===== src/rtl/alu_exec_stage.sv =====
// alu_exec_stage: registered 32-bit ALU execute stage with a 2-entry output buffer
// Ports: in_valid/in_ready/in_op/in_a/in_b accept one operation per handshake;
//        out_valid/out_ready/out_result (+ out_zero/out_neg/out_carry/out_ovf) present the oldest result.
// Build option: define ALU_FLAGS_EN to add the status flag ports and per-entry flag storage.
module alu_exec_stage #(
  parameter int WIDTH = 32
) (
  input  logic             clk,
  input  logic             rst_n,
  input  logic             in_valid,
  output logic             in_ready,
  input  logic [3:0]       in_op,
  input  logic [WIDTH-1:0] in_a,
  input  logic [WIDTH-1:0] in_b,
  output logic             out_valid,
  input  logic             out_ready,
  output logic [WIDTH-1:0] out_result
`ifdef ALU_FLAGS_EN
  ,
  output logic             out_zero,
  output logic             out_neg,
  output logic             out_carry,
  output logic             out_ovf
`endif
);
  typedef enum logic [1:0] {EMPTY, ONE, FULL} state_t;
  logic [WIDTH-1:0] res;
  assign res = (in_op == 4'd0) ? in_a & in_b :
               (in_op == 4'd1) ? in_a | in_b :
               (in_op == 4'd2) ? in_a ^ in_b :
               (in_op == 4'd3) ? ~(in_a ^ in_b) :
               (in_op == 4'd4) ? ~(in_a & in_b) :
               (in_op == 4'd5) ? ~(in_a | in_b) :
               (in_op == 4'd6) ? in_a + in_b :
               (in_op == 4'd7) ? in_a - in_b :
               (in_op == 4'd8) ? in_a : '0;
`ifdef ALU_FLAGS_EN
  localparam int EW = WIDTH + 4;
  logic carry, ovf;
  // an unsigned add wrapped iff the sum ended up below an addend
  assign carry = (in_op == 4'd6) ? (res < in_a) : (in_op == 4'd7) ? (in_a >= in_b) : 1'b0;
  assign ovf = (in_op == 4'd6) ? (in_a[WIDTH-1] == in_b[WIDTH-1]) && (res[WIDTH-1] != in_a[WIDTH-1]) :
               (in_op == 4'd7) ? (in_a[WIDTH-1] != in_b[WIDTH-1]) && (res[WIDTH-1] != in_a[WIDTH-1]) : 1'b0;
  logic [EW-1:0] new_e;
  assign new_e = {res == '0, res[WIDTH-1], carry, ovf, res};
`else
  localparam int EW = WIDTH;
  logic [EW-1:0] new_e;
  assign new_e = res;
`endif
  state_t state_q, state_d;
  logic [EW-1:0] head_q, head_d, tail_q, tail_d;
  logic push, pop;
  assign in_ready  = state_q != FULL;
  assign out_valid = state_q != EMPTY;
  assign push = in_valid & in_ready;
  assign pop  = out_valid & out_ready;
  // head_q always holds the oldest entry so outputs come straight from a register
  always_comb begin
    state_d = state_q;
    head_d  = head_q;
    tail_d  = tail_q;
    case (state_q)
      EMPTY: if (push) begin
        state_d = ONE;
        head_d  = new_e;
      end
      ONE: if (push && pop) head_d = new_e;
        else if (push) begin
          state_d = FULL;
          tail_d  = new_e;
        end else if (pop) state_d = EMPTY;
      FULL: if (pop) begin
        state_d = ONE;
        head_d  = tail_q;
      end
      default: state_d = EMPTY;
    endcase
  end
  always_ff @(posedge clk or negedge rst_n) begin
    if (!rst_n) begin
      state_q <= EMPTY;
      head_q  <= '0;
      tail_q  <= '0;
    end else begin
      state_q <= state_d;
      head_q  <= head_d;
      tail_q  <= tail_d;
    end
  end
`ifdef ALU_FLAGS_EN
  assign {out_zero, out_neg, out_carry, out_ovf, out_result} = head_q;
`else
  assign out_result = head_q;
`endif
endmodule


===== config.mk =====
export PLATFORM = sky130hd
export DESIGN_NAME = alu_exec_stage
export DESIGN_NICKNAME = d
export VERILOG_FILES = /design/src/rtl/alu_exec_stage.sv
export SDC_FILE = /design/constraint.sdc
export NUM_CORES = 1
export LEC_CHECK = 0
export BUFFER_PORTS_ARGS = -buffer_cell sky130_fd_sc_hd__clkbuf_2
export CAP_MARGIN = 10
export CORE_ASPECT_RATIO = 0.5
export CORE_MARGIN = 4
export CORE_UTILIZATION = 30
export CTS_CLUSTER_DIAMETER = 80
export DETAILED_ROUTE_END_ITERATION = 10
export SLEW_MARGIN = 20
export SYNTH_ARGS = -nofsm -noshare
export SYNTH_HDL_FRONTEND = slang
export SYNTH_SLANG_ARGS = --single-unit

===== constraint.sdc =====
create_clock -name clk -period 1.6 [get_ports clk]
set_input_delay 0 -clock clk [delete_from_list [all_inputs] [get_ports clk]]
set_output_delay 0 -clock clk [all_outputs]
set_load 0.01 [all_outputs]

Word level (Yosys, flattened, before mapping). Cells that the tools add are included.

Bits in registers: 66. Bits of input ports: 72. Logic and storage cells: 57.

$add $sub $neg: 2. Equality and inequality tests: 16. Muxes and demuxes: 19. Bitwise logic cells: 9. Reduce and logical (&&, ||, !) cells: 8.

Operators with widths (count): two-way mux 32 bit (12); inverter 32 bit (3); case mux 32 bit (3 select lines) (1); adder 32 bit (1); bitwise AND 32 bit (1); OR 32 bit (1); subtractor 32 bit (1); bitwise XOR 32 bit (1); == test 4 x 3 -> 1 bit (second input constant) (4); two-way mux 2 bit (5); inequality test 2 bit (second input constant) (5); == test 4 x 2 -> 1 bit (second input constant) (2); AND reduction 4 bit (2); case mux 2 bit (3 select lines) (1); == test 4 x 1 -> 1 bit (second input constant) (1); == test 4 bit (second input constant) (1); zero test 4 bit (1); inequality test 3 bit (second input constant) (1); AND reduction 3 bit (1); nonzero test 3 bit (1); bitwise AND 1 bit (2); == test 2 x 1 -> 1 bit (second input constant) (1); == test 2 bit (second input constant) (1); zero test 2 bit (1); 3 further kinds (3).

Longest topological paths before layout. Gate-level depths: netlist (run 1).

Depth in word-level cells: 12. Gate-level depth with buffers: 13. Mapped depth without buffers: 13.

Worst setup path after synthesis (run 1). OpenSTA, ideal clock, no wires.

Path kind: input-to-reg. Start: input port in_a[0]. End: register head_q[24] (netlist: out_result[24]). Arrival time: 2504 ps. Data required time: 1465 ps. Path slack: -1039 ps. Stages: 12. Buffers on the path: 0. Path through: ha_1 > fa_1 > a211oi_1 > o21ai_1 > a211oi_2 > a211oi_1 > o21ai_1 > xnor2_1 > a221oi_1 > a21oi_1 > nor4_1 > o31ai_1.

Cells in the longest elaborated chain, start to end: 11. Elaborated cells on any way between the ends: 13.

Ends and longest elaborated chain: start, declared (line 13) `input logic [WIDTH-1:0] in_a,`; subtractor 32 bit (line 35) `(in_op == 4'd7) ? in_a - in_b :`; two-way mux 32 bit (line 35); two-way mux 32 bit * (line 34) `(in_op == 4'd6) ? in_a + in_b :`; two-way mux 32 bit * (line 33) `(in_op == 4'd5) ? ~(in_a | in_b) :`; two-way mux 32 bit * (line 32) `(in_op == 4'd4) ? ~(in_a & in_b) :`; two-way mux 32 bit * (line 31) `(in_op == 4'd3) ? ~(in_a ^ in_b) :`; two-way mux 32 bit * (line 30) `(in_op == 4'd2) ? in_a ^ in_b :`; two-way mux 32 bit * (line 29) `(in_op == 4'd1) ? in_a | in_b :`; two-way mux 32 bit * (line 28) `assign res = (in_op == 4'd0) ? in_a & in_b :`; two-way mux 32 bit (on tied branches) (line 68, 64); case mux 32 bit (3 select lines) * (line 63) `case (state_q)`; end signal, assigned (line 83) `head_q <= '0;`; end signal, assigned (line 87) `head_q <= head_d;`; end, declared (line 52) `logic [EW-1:0] head_q, head_d, tail_q, tail_d;`.

Mark *: on every way between the ends. The rest lies on a longest branch, timed or not. The select of a mux whose other input is x is not followed. A chain may end at the register's enable or synchronous reset.

Final worst setup path (run 1). Ends and elaborated chain as after synthesis.

==> metrics.cfg, run 1 <==
[critical_path]
crit_path_end_kind=flip-flop
cp-start-kind=input port
worstPathRequired_ns=1.81
crit_type=input port to flip-flop
crit_path_max_fanout=3
crit_arrival_ns=2.78

[yosys]
yosys_warnings=0
synth-edff-count=0
async_reset_ff_share_pct=100
yosys.area_share.simple_pct=20.9
synth_cell_types=76
synth_xor_area_share_pct=4.96
netlist_top_cells_area=dfrtp_1 (17%), ha_1 (12%), a21oi_1 (8.3%)
synth_commonest_cells=a21oi_1 (159), nor2_1 (159), nand2_1 (132)
synth_ff_type=dfrtp_1
synth_top_area_share_pct=17.3
ys_seq_elements=66
synth_nets=1544
post-synth-top-area-cell=dfrtp_1
syn_area_um2=9530
synth_mux_area_share_pct=1.17
synth_top_family_by_area=compound AO/OA/AOI/OAI gates
syn_area_per_cell_um2=6.93
synth_fa_ha_area_share_pct=12.9
postSynthCellCount=1375
yosysSeqAreaShare_pct=17.3
synth_compound_area_share_pct=34.9

[routing]
ant_nets=0
drcViolationCount=0
vias=12600
drtPass1Iterations=6
drt-total-wl_um=44800
drt-initial-drc-count=1395
post_drt_wl_per_cell_um=19.5
viasPerCell=5.45

[pwr]
clock_power_share_pct=18.0
power.internal_w=0.00647
pwr-share-seq_pct=23.6
power.switching_w=0.00451
ir_drop_mv=0.528
p_leak_nw=7.38
combPwrFrac_pct=58.4
swShare_pct=41.1
power_density_nw_per_um2=681

[clocking]
clk_pin_slew_ns=0.06
cts_sinks=66
root_buffer=clkbuf_16
tritoncts=built
clock_latency_ns=0.33
htreeDepth=3
cts_buffer_depth=2
cts_made_buffers=9

[floorplan]
die_area_um2=34900
die_height_um=134
die_w_um=260
rows=45
pin_count=106
coreArea_um2=30800
initial_core_util_pct=31.0

[placed_design]
place_hpwl_um=36000
io_buffers=105
dp_cells=2258
gp_congestion=1.04

[timing]
period_needed_ns=2.57
slew_headroom_pct=54.0
finalCritPeriodShare_pct=161
finalMaxSlewViolations=0
tightestPinTransition_ns=0.684
fin_ws_ns=-0.969
max_freq_mhz=389
finClkSkew_ns=0.00436
finalHoldViolations=0
rsz0062_at_grt=true
fin_tns_setup_ns=-40.01
fin_hold_ws_ns=0.0330
finalSetupViolations=60

[global_route]
grt_pass1_vias=11600
overflow=0
grt_pass1_wl_um=67800
grt_max_degree=67
grt_antenna_before_repair=0
grtUsageTotal_pct=24.6

[run_status]
violations=negative setup slack
status=finished, violations left

[final_layout]
num_antenna_cells=0
final_layout_size_suffix_gt1_share_pct=46.1
areaGrowthSynthToFinish_pct=69.2
fin_util_pct=52.4
layout.cells.non_filler=2305
fin_nets=2046

[job]
cap_violations=0

[worst_hold_path]
min_path_type=input port to flip-flop

metrics by stage:
step	power [W]	worst slack, ns	instance area [µm²]
2_1_floorplan	0.00550	-0.870	10300
5_1_grt	0.0116	-1.09	16100
4_1_cts	0.0105	-1.03	15400
3_3_place_gp	0.00808	-1.53	14300
6_report	0.0110	-0.969	16100
3_5_place_dp	0.00813	-1.60	14300
repair_timing:
action	in CTS	in global routing
setup buffers	18	25
hold buffers	2	0
endpoints found under the setup margin	63	63
endpoints found under the hold margin	67	0
gates resized for setup	140	153
pin swaps	86	103
gates cloned	0	0
logic make-up (layout without fill, tap and decap cells):
family,count (synthesis),in the layout
AO/OA/AOI/OAI,516,516
AND/OR/NAND/NOR,441,441
buffers and inverters,190,697
adder cells (fa/ha/maj),97,97
flip-flops,66,66
XOR/XNOR,54,54
multiplexers,11,11
path summary, 6_finish.rpt:
kind	startpoint	end	slack (ns)	cells after the start
worst max-delay path	in_a[0]	out_result[24]	-0.97	15
worst min-delay path	in_valid	state_q[0]	0.03	3
worst max register to register	state_q[0]	out_result[17]	-0.02	6
worst min register to register	tail_q[16]	tail_q[16]	0.47	2
max in group asynchronous	rst_n	out_result[6]	1.08	3
min in group asynchronous	rst_n	out_result[18]	0.21	3
power groups by stage:
| stage | clock (W) | sequential [W] | combinational [W] |
|---|---|---|---|
| 2_1_floorplan | 0 | 0.00265 | 0.00285 |
| 3_3_place_gp | 0 | 0.00259 | 0.00548 |
| 3_5_place_dp | 0 | 0.00261 | 0.00553 |
| 4_1_cts | 0.00202 | 0.00259 | 0.00592 |
| 5_1_grt | 0.00209 | 0.00266 | 0.00688 |
| 6_report | 0.00197 | 0.00259 | 0.00641 |
metal layers:
metal	GRT usage [%]	vias to the layer above	part of all wire (%)
li1	-	5960	-
met1	37.0	5934	45
met5	0	-	0
met3	4.40	78	10
met2	36.7	586	42
met4	4.79	0	2.1
worst max-delay path, stage by stage:
cell and delay [ns]:
clkbuf_16 0.14, ha_4 0.16, fa_2 0.38, a211oi_2 0.21
buf_4 0.17, o21ai_4 0.07, a211oi_4 0.35, buf_6 0.16
a211oi_4 0.08, o21ai_2 0.21, xnor2_1 0.11, a221oi_2 0.27
a21oi_2 0.11, nor4_2 0.25, o31ai_1 0.09
registers in the layout (all words and copies together) (netlist names):
name        count
out_result     32
tail_q         32
state_q         2
cell type report:
cell class,count,area [µm²]
Clock buffer,9,225
Fill cell,2925,14700
Clock inverter,7,77.6
Multi-Input combinational cell,1119,8620
Tap cell,423,529
Sequential cell,66,1650
Timing Repair Buffer,589,4530
Inverter,92,494
layout by cell type (no fill, tap or decap), types with 8 or more instances in the layout:
cell         n
nor2_1     145
o21ai_1     30
xnor2_1     26
buf_6       38
nor3_2      11
a211oi_2    10
ha_4        20
a211oi_1    20
inv_1       57
buf_4      445
a31oi_1     11
o31ai_1     12
xnor2_2      9
mux2i_1     10
nand3_1     15
o21ai_2     18
dfrtp_1     66
a21oi_1    118
ha_2         8
nand2_1    127
nor2b_1     17
nand2b_1    13
a221oi_1     8
o21bai_1    10
a22oi_1     13
inv_2       12
clkbuf_2    82
or3_1        8
a21oi_2     36
a21o_1      20
inv_4        9
o22ai_1     16
xor2_1      18
ha_1        67
nor2_2      10
nor3_1      26
o211ai_1    17
clkbuf_16   11
o21ai_0     62
Note: power is estimated with default switching activity, not from simulation.
==> run 2: changes to the inputs <==
Settings changed: CORE_ASPECT_RATIO 0.5 to default.
==> run 2 against run 1 <==
The run still ends with negative setup slack left. Sequential cell count stayed put. Routed wire length is 5.0% higher. Worst setup slack worse by 0.072 ns. Die area is 0.50% lower. Final cell count hardly changed. Count of clock-buffer cells in the layout is 5 higher. Power is 0.62% higher. Highest routed layer unchanged.
==> metrics.cfg, run 2 (same netlist as run 1, synthesis figures left out) <==
[run_status]
status=finished, violations left
violations=negative setup slack

[critical_path]
crit_path_max_fanout=3
cpLargestDelayFamily=compound AO/OA/AOI/OAI gates
crit_path_end_kind=flip-flop
cp-startpoint=in_a[1]
r2r_slack_ns=-0.07
worstPathRequired_ns=1.82
critical_path.slowest_cell=fa_2
rr_worst_depth=8
cp_common_cell=buf_4
rr_endpoint=out_result[23]
crit_type=input port to flip-flop
crit_buf_inv=7
path_depth=18
crit_arrival_ns=2.86
crit_end=out_result[22]
critical_path.cell_chain=clkbuf_16 -> clkinvlp_4 -> buf_6 -> fa_2 -> o21bai_4 -> a211oi_4 -> o41ai_4 -> buf_4 -> a211oi_4 -> buf_4 -> buf_6 -> o21ai_4 -> a221o_1 -> a21oi_2 -> a211oi_2 -> buf_4 -> a211oi_2 -> a21o_1
reg2reg_from=state_q[0]
crit_path_max_incr_delay_ns=0.41
cp-start-kind=input port

[floorplan]
die_height_um=186
coreArea_um2=31500
initial_core_util_pct=30.3
die_area_um2=34700
die_w_um=186
rows=65
pin_count=106

[global_route]
grt_busiest_layer=met2
gr-usage-met3_pct=3.40
overflow=0
gr-usage-met2_pct=42.2
grt_antenna_before_repair=0
grt_max_degree=67
met1_usage_pct=36.2
grt_pass1_wl_um=70600
grtUsageTotal_pct=25.9
grt_pass1_vias=12300

[final_layout]
areaGrowthSynthToFinish_pct=72.9
final_common_cell=buf_4
num_antenna_cells=0
final_cell_mix=buf_4 (443), nor2_1 (146), nand2_1 (121), a21oi_1 (115), clkbuf_2 (88)
final_layout_size_suffix_gt1_share_pct=46.8
fin_nets=2066
fill_cells=2934
layout.cells.non_filler=2304

[pwr]
power.internal_w=0.00655
p_leak_nw=7.56
pwr-share-seq_pct=23.3
clock_power_share_pct=16.6
combPwrFrac_pct=60.1
total_power_w=0.0110
power.switching_w=0.00449
swShare_pct=40.7
ir_drop_mv=0.564
power_density_nw_per_um2=670

[timing]
period_needed_ns=2.64
finalCritPeriodShare_pct=165
rsz0062_at_grt=true
finalMaxSlewViolations=0
finClkSkew_ns=0.00391
fin_tns_setup_ns=-42.30
max_freq_mhz=379
tightestPinTransition_ns=0.838
fin_ws_ns=-1.04
finalHoldViolations=0
finalSetupViolations=60
slew_headroom_pct=43.7

[worst_hold_path]
hold_depth=3
min_path_type=input port to flip-flop

[routing]
drt-initial-drc-count=1031
viasPerCell=5.52
post_drt_wl_per_cell_um=20.4
drtPass1Iterations=5
drcViolationCount=0
drt-total-wl_um=47100
ant_nets=0
vias=12700

[placed_design]
dp_cells=2247
gp_congestion=1.00
pre_cts_slack_ns=-1.64
place_hpwl_um=37400
io_buffers=105

[clocking]
clock_latency_ns=0.33
tritoncts=built
root_buffer=clkbuf_16
cts_buffer_depth=2
htreeDepth=3
clk_pin_slew_ns=0.05
cts_sinks=66
cts_made_buffers=9

[job]
cap_violations=0

[run 2: cell type report]
cell class,instances,area [µm²],area share [%]
Clock inverter,2,10.0,0.0607
Timing Repair Buffer,609,4850,29.4
Tap cell,402,503,3.05
Inverter,92,489,2.97
Clock buffer,14,274,1.66
Sequential cell,66,1650,10.0
Multi-Input combinational cell,1119,8710,52.8
[run 2: what timing repair did]
item | 4_1_cts | 5_1_grt
pin swaps | 96 | 78
buffers inserted | 33 | 26
hold endpoints to repair | 67 | 0
endpoints found under the setup margin | 61 | 62
hold buffers | 2 | 0
gates resized for setup | 186 | 116
[run 2: per-stage QoR]
stage	util [%]	hold slack, ns	area, µm²
after global routing	52.4	0.0701	16500
after detailed placement	46.0	0.0445	14500
after floorplan	-	-0.296	10300
final	52.4	0.0407	16500
after CTS	50.4	0.0209	15900
after global placement	46.0	0.0425	14500
[run 2: tightest hold or removal path, stage by stage]
cell	delay, ns
clkbuf_2	0.12
a21oi_1	0.13
o22ai_1	0.08
[run 2: power groups by stage]
stage	sequential, W	clock, W	combinational, W
2_1_floorplan	0.00265	0	0.00285
3_3_place_gp	0.00257	0	0.00552
3_5_place_dp	0.00259	0	0.00559
4_1_cts	0.00257	0.00187	0.00616
5_1_grt	0.00264	0.00194	0.00713
6_report	0.00257	0.00184	0.00663
[run 2: worst min-delay path by stage]
stage | startpoint | to | slack [ns]
2_1_floorplan | rst_n | out_result[0] | -0.30
3_3_place_gp | rst_n | out_result[21] | 0.04
3_5_place_dp | rst_n | out_result[21] | 0.04
4_1_cts | in_valid | state_q[0] | 0.02
5_1_grt | in_valid | state_q[0] | 0.07
6_report | in_valid | state_q[0] | 0.04
[run 2: metal layers]
| metal | part of all wire, % | vias to the layer above |
|---|---|---|
| met2 | 46 | 504 |
| met3 | 6.6 | 86 |
| met1 | 44 | 6145 |
| li1 | - | 5988 |
| met4 | 2.7 | 0 |
| met5 | 0 | - |
